==> src/rtl/kronos_divider.sv <==
// Iterative restoring divider for RV32M DIV/DIVU/REM/REMU.
// One operation in flight; request and response use valid/ready handshakes.
module kronos_divider #(
    parameter int BITS_PER_CYCLE = 1
) (
    input  logic        clk,
    input  logic        rst,
    input  logic [31:0] op1,
    input  logic [31:0] op2,
    input  logic [1:0]  divop,
    input  logic        req_valid,
    output logic        req_ready,
    output logic        rsp_valid,
    input  logic        rsp_ready,
    output logic [31:0] result
);

    // A transfer happens on any rising edge where valid and ready are both high;
    // valid-side payloads are only sampled on that edge.

    if (BITS_PER_CYCLE != 1 && BITS_PER_CYCLE != 2) begin : g_bad_bits_per_cycle
        $error("kronos_divider: BITS_PER_CYCLE must be 1 or 2");
    end

    localparam logic [5:0] ITERS = 6'(32 / BITS_PER_CYCLE);

    typedef enum logic [1:0] {IDLE, CALC, DONE} state_t;

    state_t      state;
    logic [31:0] rem;
    logic [31:0] quo;
    logic [31:0] divisor;
    logic [5:0]  count;
    logic        neg_q;
    logic        neg_r;
    logic        want_rem;

    logic        is_signed;
    logic [31:0] op1_abs;
    logic [31:0] op2_abs;
    logic        div_by_zero;
    logic        overflow;

    always_comb begin
        is_signed   = ~divop[0];
        op1_abs     = (is_signed && op1[31]) ? -op1 : op1;
        op2_abs     = (is_signed && op2[31]) ? -op2 : op2;
        div_by_zero = (op2 == 32'h0);
        overflow    = is_signed && (op1 == 32'h8000_0000) && (op2 == 32'hFFFF_FFFF);
    end

    // The shifted partial remainder can reach 33 bits before the subtract.
    logic [32:0] shifted;
    logic [31:0] rem_w;
    logic [31:0] quo_w;
    logic [31:0] quo_fin;
    logic [31:0] rem_fin;

    always_comb begin
        rem_w   = rem;
        quo_w   = quo;
        shifted = 33'h0;
        for (int i = 0; i < BITS_PER_CYCLE; i++) begin
            shifted = {rem_w, quo_w[31]};
            if (shifted >= {1'b0, divisor}) begin
                shifted = shifted - {1'b0, divisor};
                quo_w   = {quo_w[30:0], 1'b1};
            end else begin
                quo_w   = {quo_w[30:0], 1'b0};
            end
            rem_w = shifted[31:0];
        end
        quo_fin = neg_q ? -quo_w : quo_w;
        rem_fin = neg_r ? -rem_w : rem_w;
    end

    always_ff @(posedge clk) begin
        if (rst) begin
            state     <= IDLE;
            req_ready <= 1'b1;
            rsp_valid <= 1'b0;
            result    <= 32'h0;
            rem       <= 32'h0;
            quo       <= 32'h0;
            divisor   <= 32'h0;
            count     <= 6'h0;
            neg_q     <= 1'b0;
            neg_r     <= 1'b0;
            want_rem  <= 1'b0;
        end else begin
            case (state)
                IDLE: begin
                    if (req_valid && req_ready) begin
                        req_ready <= 1'b0;
                        want_rem  <= divop[1];
                        neg_q     <= is_signed & (op1[31] ^ op2[31]);
                        neg_r     <= is_signed & op1[31];
                        divisor   <= op2_abs;
                        rem       <= 32'h0;
                        quo       <= op1_abs;
                        count     <= ITERS;
                        if (div_by_zero) begin
                            result    <= divop[1] ? op1 : 32'hFFFF_FFFF;
                            rsp_valid <= 1'b1;
                            state     <= DONE;
                        end else if (overflow) begin
                            result    <= divop[1] ? 32'h0 : 32'h8000_0000;
                            rsp_valid <= 1'b1;
                            state     <= DONE;
                        end else begin
                            state <= CALC;
                        end
                    end
                end
                CALC: begin
                    rem   <= rem_w;
                    quo   <= quo_w;
                    count <= count - 6'd1;
                    // Final step: register the signed-corrected result directly.
                    if (count == 6'd1) begin
                        result    <= want_rem ? rem_fin : quo_fin;
                        rsp_valid <= 1'b1;
                        state     <= DONE;
                    end
                end
                DONE: begin
                    if (rsp_ready) begin
                        rsp_valid <= 1'b0;
                        req_ready <= 1'b1;
                        state     <= IDLE;
                    end
                end
                default: state <= IDLE;
            endcase
        end
    end

endmodule

==> config.mk <==
export PLATFORM = sky130hd
export DESIGN_NAME = kronos_divider
export DESIGN_NICKNAME = d
export VERILOG_FILES = /design/src/rtl/kronos_divider.sv
export SDC_FILE = /design/constraint.sdc
export NUM_CORES = 1
export LEC_CHECK = 0
export CORE_ASPECT_RATIO = 0.6
export CORE_UTILIZATION = 60
export DETAILED_ROUTE_END_ITERATION = 16
export PLACE_DENSITY_LB_ADDON = 0.08
export SLEW_MARGIN = 40
export SYNTH_ARGS = -nofsm -noshare
export SYNTH_HDL_FRONTEND = slang
export SYNTH_SLANG_ARGS = --single-unit
==> constraint.sdc <==
create_clock -name clk -period 7.4 [get_ports clk]
set_input_delay 1.85 -clock clk [delete_from_list [all_inputs] [get_ports clk]]
set_output_delay 1.85 -clock clk [all_outputs]
set_load 0.005 [all_outputs]
Yosys cells after proc, flatten, opt, wreduce, memory -nomap -nowiden
Index checks and enable logic that the tools add are counted.

RAM bits: 0. Register bits after elaboration: 141. Bits of input ports: 70. Output and inout port bits: 34. Word-level logic and storage cells: 82. Memories kept: 0. Latch bits: 0. Bits in read-only memories: 0.

Add/sub/neg operators: 6. Reduce and logical (&&, ||, !) cells: 16. Shift-type cells: 0. Equal/unequal tests: 9. Multiply operators: 0. Bitwise gates (word level): 4. Muxes and demuxes: 35. Magnitude comparators: 1. Div/mod/pow operators: 0.

Operator list (number): two-way mux 32 bit (14); one-hot mux 32 bit (2 select lines) (3); negation 32 bit (4); == test 32 bit, second input constant (2); greater-or-equal comparator 33 x 32 -> 1 bit (1); zero test 32 bit (1); subtractor 32 bit (1); one-hot mux 6 bit (2 select lines) (1); two-way mux 2 bit (5); two-way mux 1 bit (8); == test 6 x 1 -> 1 bit, second input constant (1); two-way mux 6 bit (1); inequality test 2 bit, second input constant (3); one-hot mux 2 bit (3 select lines) (1); AND reduction 3 bit (2); subtractor 6 x 1 -> 6 bit, second input constant (1); logical AND 1 bit (5); AND reduction 5 bit (1); AND reduction 2 bit (2); AND reduction 4 bit (1); nonzero test 2 bit (2); inequality test 3 bit, second input constant (1); one-hot mux 1 bit (3 select lines) (1); nonzero test 3 bit (1); other kinds (7) (8).

Longest topological paths before layout
Depth after elaboration: 7. Mapped depth: 26. Mapped depth without buffers: 19.

Worst setup path after synthesis
No wires, ideal clock.

Path type: register -> register. From: register divisor[27]. To: register result[30]. Arrival: 4.967 ns. Setup time: 0.139 ns. Required time: 7.261 ns. Buffers on the path: 7. Setup slack: 2.294 ns. Cell stages (with the launch flop): 27. Period minus slack after synthesis: 5.106 ns. Cell sequence: dfxtp_1 > inv_1 > ha_1 > buf_2 > nand4_1 > nor3_2 > nand4_1 > o221a_1 > buf_2 > nand2_4 > buf_6 > buf_4 > buf_4 > buf_2 > buf_2 > nand2_1 > o21ai_0 > ha_1 > inv_1 > nor2_1 > o221ai_1 > nor4b_1 > a31oi_1 > or2_1 > or4_1 > nand3_1 > a221oi_1.

Longest elaborated chain between the ends: 7. Elaborated cells between the ends (all ways): 11. Classes of those cells: add/sub: 3; order compare: 1; mux: 7.

Ends and longest elaborated chain: start, declared (line 32) `logic [31:0] divisor;`; start signal, assigned (line 98) `divisor <= op2_abs;`; subtractor 32 bit / greater-or-equal comparator 33 x 32 -> 1 bit (equally long branches) (line 66, 65); two-way mux 32 bit / two-way mux 1 bit (equally long branches) (line 65) `if (shifted >= {1'b0, divisor}) begin`; negation 32 bit, on equally long branches (line 74, 73); two-way mux 32 bit, on equally long branches (line 74, 73); two-way mux 32 bit * (line 121) `result <= want_rem ? rem_fin : quo_fin;`; two-way mux 32 bit * (line 120) `if (count == 6'd1) begin`; one-hot mux 32 bit (2 select lines) * (line 91) `case (state)`; end signal, assigned (line 103) `result <= divop[1] ? op1 : 32'hFFFF_FFFF;`; end signal, assigned (line 107) `result <= divop[1] ? 32'h0 : 32'h8000_0000;`; end signal, assigned (line 121); end, declared (line 15) `output logic [31:0] result`.

Every way passes the cells marked *; elsewhere a longest branch is shown, timed or not. The select of a mux whose other input is x is not followed. A chain may end at the register's enable or synchronous reset.

Worst setup path after layout
From: register divisor[26]. To: register result[30].

The elaborated chain is that of the path after synthesis.

==> impl_metrics.toml <==
[status]
status = "finished, final reports clean"

[setup_path]
crit_type = "flop to flop"
cpPeakStageDelay_ns = 0.63
cp_max_fo = 10
crit_chain = "inv_1 -> ha_1 -> a21o_1 -> a221o_1 -> a41o_1 -> a211oi_4 -> nand2_4 -> o21ai_0 -> ha_1 -> inv_1 -> nor2_1 -> o221ai_1 -> nor4b_1 -> a31oi_1 -> or2_1 -> or4_1 -> nand3_1 -> a221oi_1"
cp-end-kind = "flop"
crit_required_ns = 7.69
rr_worst_depth = 18
critPathArrivalTime_ns = 6.32
critPathLaunchType = "flop"
slowest_stage = "a211oi_4"

[synth]
syn_area_mm2 = 0.01180
synth-seq-cells = 141
synthesis.nets = 1755
yosys_warnings = 0
ys_seq_area_frac = 0.2392
ys_types = 85
syn_area_per_cell_um2 = 7.173
synthFlopType = "dfxtp_1"
syn-instance-count = 1645
async_reset_ff_frac = 0
synth-edff-count = 0

[finish]
final_cell_mix = "nor2_1 (200), a21oi_1 (157), nand2_1 (148), dfxtp_1 (138), clkdlybuf4s50_1 (102)"
design_area_mm2 = 0.01348
syn_to_final_growth_pct = 14.23
drive_gt1_frac = 0.05294
fin_nets = 1778
n_antenna_cell = 0
final_common_cell = "nor2_1"

[placed_design]
io_buffer_count = 103
dpl_cell_area_mm2 = 0.01286
place_congestion = 0.9965
hpwlAfterDp_mm = 31.09

[timing]
fmax_mhz = 165.6
fin_crit_ns = 6.039
maxSlewHeadroom = 0.4301
worst_pin_slew_ns = 0.8496
finalSetupTns_ns = 0
setup_violations = 0
clock_skew_ns = 0.009206
hold_viol_final = 0
drv_slew = 0
grt_setup_unrepaired = "no"
min_period_over_period = 0.8160

[hold_path]
hold_depth = 2
hold_path.class = "flop to flop"

[drt]
drt_iter0_markers = 1969
wl_per_cell_um = 21.40
firstDrtPassIters = 9
vias_per_cell = 6.833
finalWirelength_mm = 41.67
ant_nets = 0
post-route-drc-count = 0
via_count = 13300

[run]
maxCapViolCount = 0

[clock_tree]
clk_latency_ns = 0.44
cts_inserted_buffers = 17
h-tree-depth = 4
path_clk_slew_ns = 0.06
cts_resized = 0
ctsHoldBuffers = 0
cts_tree = "yes"
clkSinkCount = 141
cts-root-buf = "clkbuf_16"
cts_setup_buffers = 0
clockBufferDepth = 2

[pwr]
switchingPower_w = 0.002340
p_leak_nw = 4.874
power_frac_comb = 0.607
ir_drop_uv = 231.5
powerDensity_mw_per_mm2 = 345.5
power_frac_seq = 0.204
swShare = 0.5025
p_int_w = 0.002317
power_frac_clock = 0.189
power_w = 0.004657

[global_route]
grt_pass1_vias = 11690
antenna_found_initial = 0
grt_usage = 0.4103
grt_pass1_wl_mm = 65.25
grt_overflow_total = 0
grt_max_degree = 90

[floorplanning]
fp-row-count = 39
die_w_um = 183.0
initial_core_util = 0.6168
die_area_mm2 = 0.02025
die_h_um = 110.6
core-area_mm2 = 0.01913
ios = 104
[layer usage]
metal	track usage	vias to the layer above	share of wire
li1	-	6102	-
met1	0.6194	6209	0.44
met2	0.5371	919	0.39
met3	0.1487	71	0.15
met4	0.08944	2	0.016
met5	0.04750	-	0.0030
[registers in the layout (all words and copies together), names as in the netlist]
register,count
divisor,32
quo,32
rem,32
result,32
count,6
state,2
neg_q,1
neg_r,1
req_ready,1
rsp_valid,1
want_rem,1
[power groups by stage]
stage	sequential (W)	clock [W]	combinational, W
floorplan	0.000915	0	0.00202
global placement	0.000955	0	0.00266
detailed placement	0.000959	0	0.00270
CTS	0.000943	0.000876	0.00272
global route	0.000958	0.000911	0.00303
finish	0.000950	0.000880	0.00283
[worst max-delay path: cells and delay by family (launching register included)]
| family | cells | cell delay [ns] |
|---|---|---|
| flops | 1 | 0.33 |
| simple gates | 6 | 1.94 |
| compound gates | 8 | 2.57 |
| buf+inv | 2 | 0.23 |
| fa+ha+maj | 2 | 0.82 |
[cells in the mapped netlist, drive strengths merged, types with 14 or more instances]
library cell | instances | area [um2]
a211oi | 38 | 297.8
xnor2 | 64 | 560.5
a311oi | 19 | 166.4
o31ai | 21 | 167.7
nor4 | 24 | 168.9
clkbuf | 91 | 341.6
dfxtp | 141 | 2823
nand3 | 45 | 225.2
a22oi | 33 | 247.7
nand4 | 35 | 219.0
xor2 | 50 | 437.9
nand2 | 149 | 566.8
a31oi | 43 | 281.5
nor2b | 14 | 87.58
inv | 65 | 244.0
a21oi | 158 | 794.5
nor2 | 205 | 772.0
nor3 | 39 | 210.2
buf | 22 | 122.6
ha | 39 | 488.0
or3 | 21 | 131.4
a21o | 20 | 150.1
mux2i | 24 | 240.2
o211ai | 14 | 105.1
o21ai | 95 | 475.5
[area by class of cell]
cell class | count | area, um2
clock inverters | 12 | 137.6
fillers | 1635 | 5650
well taps | 266 | 332.8
inverters | 65 | 244.0
flip-flops and latches | 141 | 2826
clock buffers | 20 | 456.7
multi-input cells | 1326 | 8332
repair buffers | 117 | 1149
[per-stage QoR]
stage,utilization,hold slack [ns],std cells,worst slack (ns)
2_1_floorplan,-,0.4319,1645,2.294
3_3_place_gp,0.6702,0.4413,1913,1.379
3_5_place_dp,0.6725,0.4495,1914,1.248
4_1_cts,0.7036,0.4613,1946,1.538
5_1_grt,0.7046,0.4801,1947,1.211
6_report,0.7046,0.4599,1947,1.361
[cell families (layout without fill, tap and decap cells)]
group	after synthesis	after routing	synth area share
adders and majority gates	40	40	0.04305
DFF	141	141	0.2392
and+or+nand+nor	606	606	0.2477
muxes	26	26	0.02259
xor gates and xnor gates	114	114	0.08462
AOI/OAI and AO/OA	540	540	0.3028
buffers and inverters	178	214	0.06002
[final timing paths]
path / startpoint / end / slack, ns
min: result[10] / result[10] / 0.46
max: divisor[26] / result[30] / 1.36
min reg2reg: result[10] / result[10] / 0.46
max reg2reg: divisor[26] / result[30] / 1.36
Power figures use the tool's default switching activity.
